<file path="src/rtl/snn_control_sequencer_if.sv">
// SNN control bus: sequencer (master) drives enables/select/status, stages (slave) report activity.
interface snn_control_sequencer_if #(
  parameter int TS_W = 2
);
  logic            start;
  logic            pause;
  logic            do_pool;
  logic            cap_active;
  logic            conv_ready;
  logic            pool_ready;
  logic            cap_enable;
  logic            conv_enable;
  logic            pool_enable;
  logic            stage_reset;
  logic            conv_or_pool;
  logic            busy;
  logic            done;
  logic            error;
  logic [TS_W-1:0] timestep;

  modport master (
    input  start, pause, do_pool, cap_active, conv_ready, pool_ready,
    output cap_enable, conv_enable, pool_enable, stage_reset, conv_or_pool,
           busy, done, error, timestep
  );

  modport slave (
    output start, pause, do_pool, cap_active, conv_ready, pool_ready,
    input  cap_enable, conv_enable, pool_enable, stage_reset, conv_or_pool,
           busy, done, error, timestep
  );
endinterface

</file>
<file path="src/rtl/snn_control_sequencer.sv">
// Runs NUM_TIMESTEPS capture->conv->(pool) passes per start; registered outputs, pause freezes everything.
// Optional per-phase watchdog under SNN_CTRL_TIMEOUT_EN; without it error is tied low.
module snn_control_sequencer #(
  parameter int NUM_TIMESTEPS  = 4,
  parameter int RESET_CYCLES   = 2,
  parameter int TIMEOUT_CYCLES = 1024
) (
  input  logic                     clk,
  input  logic                     reset_n,
  snn_control_sequencer_if.master  bus
);
  localparam int TS_W = (NUM_TIMESTEPS > 1) ? $clog2(NUM_TIMESTEPS) : 1;
  localparam int RC_W = (RESET_CYCLES > 1) ? $clog2(RESET_CYCLES) : 1;

  localparam logic [2:0] S_IDLE = 3'd0;
  localparam logic [2:0] S_CLR  = 3'd1;
  localparam logic [2:0] S_CAP  = 3'd2;
  localparam logic [2:0] S_CONV = 3'd3;
  localparam logic [2:0] S_POOL = 3'd4;
  localparam logic [2:0] S_NEXT = 3'd5;
  localparam logic [2:0] S_DONE = 3'd6;
  localparam logic [2:0] S_TOUT = 3'd7;

  logic [2:0]      state_q, state_d;
  logic [RC_W-1:0] rc_q, rc_d;
  logic [TS_W-1:0] ts_q, ts_d;
  logic            seen_q, seen_d;
  logic            pool_q, pool_d;
  logic            cap_en_q, conv_en_q, pool_en_q, srst_q, cop_q, busy_q, done_q;

`ifdef SNN_CTRL_TIMEOUT_EN
  localparam int WD_W = (TIMEOUT_CYCLES > 1) ? $clog2(TIMEOUT_CYCLES) : 1;
  logic [WD_W-1:0] wd_q, wd_d;
  logic            err_q, err_d;
  logic            in_phase, timeout;
`endif

  always_comb begin
    state_d = state_q;
    rc_d    = rc_q;
    ts_d    = ts_q;
    seen_d  = seen_q;
    pool_d  = pool_q;
`ifdef SNN_CTRL_TIMEOUT_EN
    err_d   = err_q;
`endif
    case (state_q)
      S_IDLE: if (bus.start && !bus.pause) begin
        state_d = S_CLR;
        rc_d    = '0;
        ts_d    = '0;
        pool_d  = bus.do_pool;
`ifdef SNN_CTRL_TIMEOUT_EN
        err_d   = 1'b0;
`endif
      end
      S_CLR: if (!bus.pause) begin
        if (rc_q == RC_W'(RESET_CYCLES - 1)) begin
          state_d = S_CAP;
          seen_d  = 1'b0;
        end else begin
          rc_d = rc_q + 1'b1;
        end
      end
      // Capture completes only on a high-then-low sequence of cap_active.
      S_CAP: if (!bus.pause) begin
        if (seen_q && !bus.cap_active) state_d = S_CONV;
        else if (bus.cap_active)       seen_d  = 1'b1;
      end
      S_CONV: if (!bus.pause && bus.conv_ready) state_d = pool_q ? S_POOL : S_NEXT;
      S_POOL: if (!bus.pause && bus.pool_ready) state_d = S_NEXT;
      S_NEXT: if (!bus.pause) begin
        if (ts_q == TS_W'(NUM_TIMESTEPS - 1)) begin
          state_d = S_DONE;
        end else begin
          ts_d    = ts_q + 1'b1;
          state_d = S_CAP;
          seen_d  = 1'b0;
        end
      end
      S_DONE:  state_d = S_IDLE;
      S_TOUT:  state_d = S_IDLE;
      default: state_d = S_IDLE;
    endcase
`ifdef SNN_CTRL_TIMEOUT_EN
    in_phase = (state_q == S_CAP) || (state_q == S_CONV) || (state_q == S_POOL);
    timeout  = in_phase && !bus.pause && (wd_q == WD_W'(TIMEOUT_CYCLES - 1));
    if (timeout && (state_d == state_q)) begin
      state_d = S_TOUT;
      err_d   = 1'b1;
    end
    if (state_d != state_q)         wd_d = '0;
    else if (in_phase && !bus.pause) wd_d = wd_q + 1'b1;
    else                             wd_d = wd_q;
`endif
  end

  // Outputs are decoded from the next state so they line up with state_q.
  always_ff @(posedge clk or negedge reset_n) begin
    if (!reset_n) begin
      state_q   <= S_IDLE;
      rc_q      <= '0;
      ts_q      <= '0;
      seen_q    <= 1'b0;
      pool_q    <= 1'b0;
      cap_en_q  <= 1'b0;
      conv_en_q <= 1'b0;
      pool_en_q <= 1'b0;
      srst_q    <= 1'b0;
      cop_q     <= 1'b1;
      busy_q    <= 1'b0;
      done_q    <= 1'b0;
    end else begin
      state_q   <= state_d;
      rc_q      <= rc_d;
      ts_q      <= ts_d;
      seen_q    <= seen_d;
      pool_q    <= pool_d;
      cap_en_q  <= (state_d == S_CAP)  && !bus.pause;
      conv_en_q <= (state_d == S_CONV) && !bus.pause;
      pool_en_q <= (state_d == S_POOL) && !bus.pause;
      srst_q    <= (state_d == S_CLR) || (state_d == S_TOUT);
      cop_q     <= (state_d != S_POOL);
      busy_q    <= (state_d != S_IDLE);
      done_q    <= (state_d == S_DONE);
    end
  end

`ifdef SNN_CTRL_TIMEOUT_EN
  always_ff @(posedge clk or negedge reset_n) begin
    if (!reset_n) begin
      wd_q  <= '0;
      err_q <= 1'b0;
    end else begin
      wd_q  <= wd_d;
      err_q <= err_d;
    end
  end
  assign bus.error = err_q;
`else
  assign bus.error = 1'b0;
`endif

  assign bus.cap_enable   = cap_en_q;
  assign bus.conv_enable  = conv_en_q;
  assign bus.pool_enable  = pool_en_q;
  assign bus.stage_reset  = srst_q;
  assign bus.conv_or_pool = cop_q;
  assign bus.busy         = busy_q;
  assign bus.done         = done_q;
  assign bus.timestep     = ts_q;
endmodule

</file>
<file path="src/flat_wrapper.sv">
// flat-port wrapper written by rule: the top's interface ports become plain ports
module snn_control_sequencer_flat 
#(
  parameter int NUM_TIMESTEPS  = 4,
  parameter int RESET_CYCLES   = 2,
  parameter int TIMEOUT_CYCLES = 1024
)
  (clk, reset_n, bus_start, bus_pause, bus_do_pool, bus_cap_active, bus_conv_ready, bus_pool_ready, bus_cap_enable, bus_conv_enable, bus_pool_enable, bus_stage_reset, bus_conv_or_pool, bus_busy, bus_done, bus_error, bus_timestep);
  snn_control_sequencer_if #(.TS_W(2)) bus_i ();
  input  logic clk;
  input  logic reset_n;
  input wire logic [$bits(bus_i.start)-1:0] bus_start;
  input wire logic [$bits(bus_i.pause)-1:0] bus_pause;
  input wire logic [$bits(bus_i.do_pool)-1:0] bus_do_pool;
  input wire logic [$bits(bus_i.cap_active)-1:0] bus_cap_active;
  input wire logic [$bits(bus_i.conv_ready)-1:0] bus_conv_ready;
  input wire logic [$bits(bus_i.pool_ready)-1:0] bus_pool_ready;
  output wire logic [$bits(bus_i.cap_enable)-1:0] bus_cap_enable;
  output wire logic [$bits(bus_i.conv_enable)-1:0] bus_conv_enable;
  output wire logic [$bits(bus_i.pool_enable)-1:0] bus_pool_enable;
  output wire logic [$bits(bus_i.stage_reset)-1:0] bus_stage_reset;
  output wire logic [$bits(bus_i.conv_or_pool)-1:0] bus_conv_or_pool;
  output wire logic [$bits(bus_i.busy)-1:0] bus_busy;
  output wire logic [$bits(bus_i.done)-1:0] bus_done;
  output wire logic [$bits(bus_i.error)-1:0] bus_error;
  output wire logic [$bits(bus_i.timestep)-1:0] bus_timestep;
  assign bus_i.start = bus_start;
  assign bus_i.pause = bus_pause;
  assign bus_i.do_pool = bus_do_pool;
  assign bus_i.cap_active = bus_cap_active;
  assign bus_i.conv_ready = bus_conv_ready;
  assign bus_i.pool_ready = bus_pool_ready;
  assign bus_cap_enable = bus_i.cap_enable;
  assign bus_conv_enable = bus_i.conv_enable;
  assign bus_pool_enable = bus_i.pool_enable;
  assign bus_stage_reset = bus_i.stage_reset;
  assign bus_conv_or_pool = bus_i.conv_or_pool;
  assign bus_busy = bus_i.busy;
  assign bus_done = bus_i.done;
  assign bus_error = bus_i.error;
  assign bus_timestep = bus_i.timestep;
  snn_control_sequencer #(.NUM_TIMESTEPS(NUM_TIMESTEPS), .RESET_CYCLES(RESET_CYCLES), .TIMEOUT_CYCLES(TIMEOUT_CYCLES)) u_core (.clk(clk), .reset_n(reset_n), .bus(bus_i));
endmodule
</file>
<file path="config.mk">
export PLATFORM = sky130hd
export DESIGN_NAME = snn_control_sequencer_flat
export DESIGN_NICKNAME = d
export VERILOG_FILES = /design/src/rtl/snn_control_sequencer_if.sv /design/src/rtl/snn_control_sequencer.sv /design/src/flat_wrapper.sv
export SDC_FILE = /design/constraint.sdc
export NUM_CORES = 1
export LEC_CHECK = 0
export ABC_AREA = 1
export CORE_UTILIZATION = 49
export DETAILED_ROUTE_END_ITERATION = 12
export HOLD_SLACK_MARGIN = 0.03
export PLACE_DENSITY = 0.85
export SLEW_MARGIN = 25
export SYNTH_ARGS = -nofsm -noshare
export SYNTH_HDL_FRONTEND = slang
export SYNTH_SLANG_ARGS = --single-unit
</file>
<file path="constraint.sdc">
create_clock -name clk -period 1.7 [get_ports clk]
set_clock_uncertainty 0.05 [all_clocks]
set_input_delay 0.34 -clock clk [delete_from_list [all_inputs] [get_ports clk]]
set_output_delay 0.34 -clock clk [all_outputs]
set_load 0.02 [all_outputs]
</file>
**Yosys cells after proc, flatten, opt, wreduce, memory -nomap -nowiden**

Index checks and enable logic that the tools add are counted.

- Memories kept: 0
- Logic and storage cells: 84
- Bits in read-only memories: 0
- Bits in latches: 0
- Output and inout port bits: 10
- Bits in writable memories: 0
- Bits of input ports: 8
- Flip-flop bits (word level): 15

- Muxes and demuxes: 27
- Eq/ne operators: 23
- $add $sub $neg: 2
- Bitwise logic cells: 0
- Multiply operators: 0
- Reductions and logical operators: 20
- Shifts and indexed selects: 0
- Order comparisons: 0
- Div/mod/pow operators: 0

Operators by type and width:

| kind | number |
|---|---|
| 3-bit two-way mux | 9 |
| 3-bit equality test (second input constant) | 7 |
| 3-bit one-hot mux with 7 select lines | 1 |
| 3-bit by 2-bit equality test with 1-bit output (second input constant) | 4 |
| 2-bit inequality test (second input constant) | 6 |
| 1-bit two-way mux | 11 |
| 8-bit AND reduction | 1 |
| 1-bit logical AND | 7 |
| 3-bit by 1-bit equality test with 1-bit output (second input constant) | 2 |
| 2-bit two-way mux | 3 |
| 3-bit nonzero test | 2 |
| 2-bit by 1-bit inequality test with 1-bit output (second input constant) | 2 |
| 2-bit one-hot mux with 2 select lines | 1 |
| 4-bit AND reduction | 1 |
| 2-bit nonzero test | 2 |
| 3-bit zero test | 1 |
| 3-bit inequality test (second input constant) | 1 |
| 1-bit one-hot mux with 3 select lines | 1 |
| 3-bit AND reduction | 1 |
| 2-bit by 1-bit adder with 2-bit output (second input constant) | 1 |
| 2-bit equality test (second input constant) | 1 |
| 1-bit zero test | 2 |
| 1-bit one-hot mux with 2 select lines | 1 |
| 2-bit AND reduction | 1 |
| other kinds (3) | 3 |

**Longest topological paths before layout**

- Depth in word-level cells: 7
- Mapped depth: 9
- Gate-level depth less buffers: 9

**Worst setup path before layout**

OpenSTA, ideal clock, no wires.

- Kind: register -> register
- Start: register u_core.ts_q[0] (netlist: u_core.bus.timestep[0])
- End: register u_core.busy_q (netlist: u_core.bus.busy)
- Library setup time: 0.127 ns
- Data required time: 1.523 ns
- Cell stages (with the launch flop): 8
- Period minus slack after synthesis: 1.421 ns
- Slack: 0.279 ns
- Path buffers: 0
- Arrival time: 1.244 ns
- Cells stage by stage: dfrtp_1 -> ha_1 -> nor2_2 -> nor2_4 -> nor2_4 -> inv_2 -> nor2_1 -> nand3_1

- Word-level cells in the longest chain between the ends: 5

RTL lines:

| item | RTL line | text |
|---|---|---|
| from (decl) | snn_control_sequencer.sv:26 | `logic [TS_W-1:0] ts_q, ts_d;` |
| from (signal assigned) | snn_control_sequencer.sv:116 | `ts_q <= ts_d;` |
| 2-bit equality test | snn_control_sequencer.sv:73 | `if (ts_q == TS_W'(NUM_TIMESTEPS - 1)) begin` |
| 3-bit two-way mux | snn_control_sequencer.sv:73 |  |
| 3-bit two-way mux | snn_control_sequencer.sv:72 | `S_NEXT: if (!bus.pause) begin` |
| 3-bit one-hot mux with 7 select lines | snn_control_sequencer.sv:47 | `case (state_q)` |
| named net u_core.state_d[2] | snn_control_sequencer.sv:24 | `logic [2:0] state_q, state_d;` |
| 3-bit nonzero test | snn_control_sequencer.sv:124 | `busy_q <= (state_d != S_IDLE);` |
| to (signal assigned) | snn_control_sequencer.sv:124 |  |
| to (decl) | snn_control_sequencer.sv:29 | `logic cap_en_q, conv_en_q, pool_en_q, srst_q, cop_q, busy_q, done_q;` |

The timed path passes the listed nets, and every way through them passes these cells.
A chain may end at the register's enable or synchronous reset.

**Final worst setup path**

- Start: register u_core.busy_q (netlist: u_core.bus.busy)
- End: output bus_busy

RTL lines:

| item | RTL line | text |
|---|---|---|
| to (decl) | flat_wrapper.sv:23 | `output wire logic [$bits(bus_i.busy)-1:0] bus_busy;` |

No word-level cell between the ends.

==> Implementation_results.wiki <==
{| class="wikitable"
! Metric !! Value
|-
| Run status || finished clean
|-
| Post-synth ARST share || 100%
|-
| Utilization after layout || 69.6%
|-
| Via total after detailed routing || 780
|-
| Hold_buf cts || 0
|-
| Net count after synthesis || 117
|-
| Depth of the worst register-to-register path || 9
|-
| Unrepaired setup endpoints after global routing || false
|-
| Number of synthesized register bits || 15
|-
| Startpoint of the worst setup timing path || u_core.bus.busy
|-
| Full die area || 1900 um2
|-
| Post-CTS Resized || 2
|-
| Wire length on met2 || 899 um
|-
| Met3 routed WL || 133 um
|-
| Proportion of synthesized area in mux cells || 0%
|-
| Uppermost layer routed || met4
|-
| Capturing element type of the critical path || output port
|-
| Synthesized netlist cell count || 108
|-
| Width of the die || 43.6 um
|-
| Synth warn || 0
|-
| Switching power || 746 uW
|-
| Num ports || 18
|-
| CP peak stage delay || 0.60 ns
|-
| Power per unit of standard cell area || 1510 nW/um2
|-
| Reg2Reg Capture Point || u_core.bus.conv_enable
|-
| Critical path startpoint category || flip-flop
|-
| Largest family of logic cells by synthesized area || simple AND/OR/NAND/NOR gates
|-
| Upper clock frequency limit || 616 MHz
|-
| Length of routed wiring on met1 || 741 um
|-
| Total number of cells along the worst setup path || 1
|-
| Mean instance size in the synthesized netlist || 7.84 um2
|-
| Num Clock Sinks || 15
|-
| Number of endpoints failing setup at the final stage || 0
|-
| Remaining Overflow, GRT || 0
|-
| Detailed placer's ending HPWL || 1420 um
|-
| Antenna Nets Post-Route || 0
|-
| Largest delay share family, worst path || buffers and inverters
|-
| Data arrival time of the critical path || 1.23 ns
|-
| Most instantiated flip-flop cell in the synthesis netlist || dfrtp_1
|-
| Final hold violation count || 0
|-
| Sequential share of power || 35.3%
|-
| Worst r2r src || u_core.state_q[2]
|-
| Starting Density || 54.3%
|-
| Maxcap violations || 0
|-
| Post-layout nets || 142
|-
| CTS Buf Count || 3
|-
| Post-route cell area || 1080 um2
|-
| Number of enable flip-flop cells after synthesis || 0
|-
| Number of cell rows || 14
|-
| Detailed-routing iteration count for the pre-antenna-repair pass || 4
|-
| Compound-cell area share of the yosys netlist || 6.35%
|-
| Category of the critical setup timing path || flip-flop to output port
|-
| Total area of multi-input combinational cells || 408 um2
|-
| Layout cells sized above 1 || 25.0%
|-
| Clock power share || 12.8%
|-
| Post-synth top area cell || dfrtp_1
|-
| Number of fillers in the final layout || 130
|-
| Number of global-route vias before repair || 724
|-
| Final Critical Period || 1.62 ns
|-
| Layout Area Growth over Synthesis || 28.1%
|-
| Adder and majority cell fraction of the synthesized area || 1.48%
|-
| Simple-gate share of the synthesized area || 39.9%
|-
| Max VDD drop || 759 uV
|-
| Die boundary height || 43.6 um
|-
| Placement Cell Area || 1060 um2
|-
| Maximum fanout along the worst path || 1
|-
| Detailed-route vias per instance || 5.27
|-
| Worst hold slack || 0.301 ns
|-
| Fraction of power spent switching nets || 45.4%
|-
| Clock-pin slew of the registers on the worst-case setup and hold paths || 0.09 ns
|-
| Initial antenna violation count || 0
|-
| Post-Route WL || 1800 um
|-
| Worst setup slack for register-to-register paths || 0.20 ns
|-
| Type of the tightest min-delay check || input port to async pin
|-
| CTS Buffer Depth || 2
|-
| Setup fix buffers added after clock tree synthesis || 0
|-
| H-tree depth reported by CTS || 1
|-
| Area of all sequential standard cells || 377 um2
|-
| Buffer cell driving the clock tree root || clkbuf_4
|-
| Int Pwr || 897 uW
|-
| Cell Area, Synth || 847 um2
|-
| Final RePlAce weighted congestion || 0.909
|-
| Leading cell types by total area after synthesis || dfrtp_1, nand2_1, nor2_4
|-
| Slowest cell on crit path || clkdlybuf4s50_1
|-
| Worst path bufs/invs || 1
|-
| Number of buffers added on ports || 16
|-
| Global-route wire length before repair || 2950 um
|-
| TritonCTS clock tree || yes
|-
| Proportion of netlist area held by the largest area contributor || 41.4%
|-
| Final-report max-slew violation count || 0
|-
| DRC violations left || 0
|-
| Top-count cell post-synth || nand2_1
|-
| Top cells by instance count after synthesis || nand2_1, dfrtp_1, nor2_1
|-
| Leak Pwr || 0.000560 uW
|-
| Antenna fix cells || 0
|-
| Detailed-route wire length per cell || 12.2 um
|-
| Core ar. || 1560 um2
|-
| GRT Util Overall || 21.0%
|-
| Synthesized-area fraction occupied by xor and xnor cells || 0%
|-
| DRT iter0 DRCs || 38
|-
| Part of the power in combinational logic || 52.0%
|-
| Share of synthesized area occupied by flip-flops and latches || 44.5%
|-
| Latest clock arrival within the worst-skew pair || 0.29 ns
|-
| Synth cell types || 23
|-
| Fin crit share || 95.4%
|-
| Largest net degree at the start of global routing || 11
|-
| Required time worst endpoint || 1.31 ns
|-
| CP cell instances || clkdlybuf4s50_1
|}
==> cells in the final DEF (no fill, tap or decap), types with 2 or more instances in the layout <==
cell type,n
nand2_1,34
nor2_1,14
dfrtp_1,14
clkdlybuf4s50_1,13
inv_2,6
nand3_1,6
buf_4,6
nor2_4,5
inv_1,5
nand2_2,3
nor2_2,3
o21ai_0,3
clkbuf_4,3
o21ai_2,2
dlygate4sd2_1,2
==> sequential cells by signal (all words and copies together) (netlist names) <==
register	flops
u_core.bus.busy	1
u_core.rc_q	1
u_core.bus.pool_enable	1
u_core.state_q	3
u_core.bus.stage_reset	1
u_core.bus.done	1
u_core.bus.conv_enable	1
u_core.bus.timestep	2
u_core.bus.conv_or_pool	1
u_core.pool_q	1
u_core.bus.cap_enable	1
u_core.seen_q	1
==> routing by layer <==
layer / track usage, % / vias to the layer above
met5: 0 / -
met4: 11.9 / 0
met1: 27.3 / 356
met3: 2.92 / 4
li1: - / 381
met2: 33.4 / 39
==> kinds of logic (layout without fill, tap and decap cells) <==
kind of cell,Yosys count,after routing
buffers and inverters,14,38
flip-flops,15,15
other,1,1
AO/OA/AOI/OAI,8,8
AND/OR/NAND/NOR,69,69
adder cells (fa/ha/maj),1,1
==> worst reg2reg max path: cells and delay by family (launching register included) <==
family / cells / cell delay, ns
simple gates: 8 / 0.77
buf+inv: 1 / 0.12
flops: 1 / 0.49
==> how the worst max path moves through the flow <==
stage	end	slack, ns
after floorplan	u_core.bus.busy	0.28
after global placement	u_core.bus.stage_reset	-0.12
after detailed placement	u_core.bus.stage_reset	-0.18
after CTS	bus_timestep[1]	0.02
after global routing	u_core.bus.stage_reset	0.02
final	bus_busy	0.08
==> per-stage QoR <==
step                      total power (uW)  instances  setup TNS, ns  worst slack [ns]
after detailed placement              1450        144          -1.00            -0.179
after floorplan                       1170        108              0             0.279
after global placement                1420        144         -0.503            -0.118
final                                 1640        148              0            0.0778
after global routing                  1770        148              0            0.0192
after CTS                             1650        148              0            0.0224
==> final cells by class <==
class	instances	share of cell area, %
timing repair buffer	22	18.9
multi-input combinational	79	37.6
clock buffer	3	2.08
tap	16	1.85
sequential	15	34.7
inverter	12	4.38
clock inverter	1	0.461
==> power by group through the flow <==
stage | clock network (uW) | registers (uW) | logic (uW)
6_report | 210 | 579 | 854
2_1_floorplan | 0 | 643 | 524
4_1_cts | 214 | 578 | 854
5_1_grt | 224 | 592 | 952
3_5_place_dp | 0 | 586 | 860
3_3_place_gp | 0 | 582 | 839
Note: power is estimated with default switching activity, not from simulation.
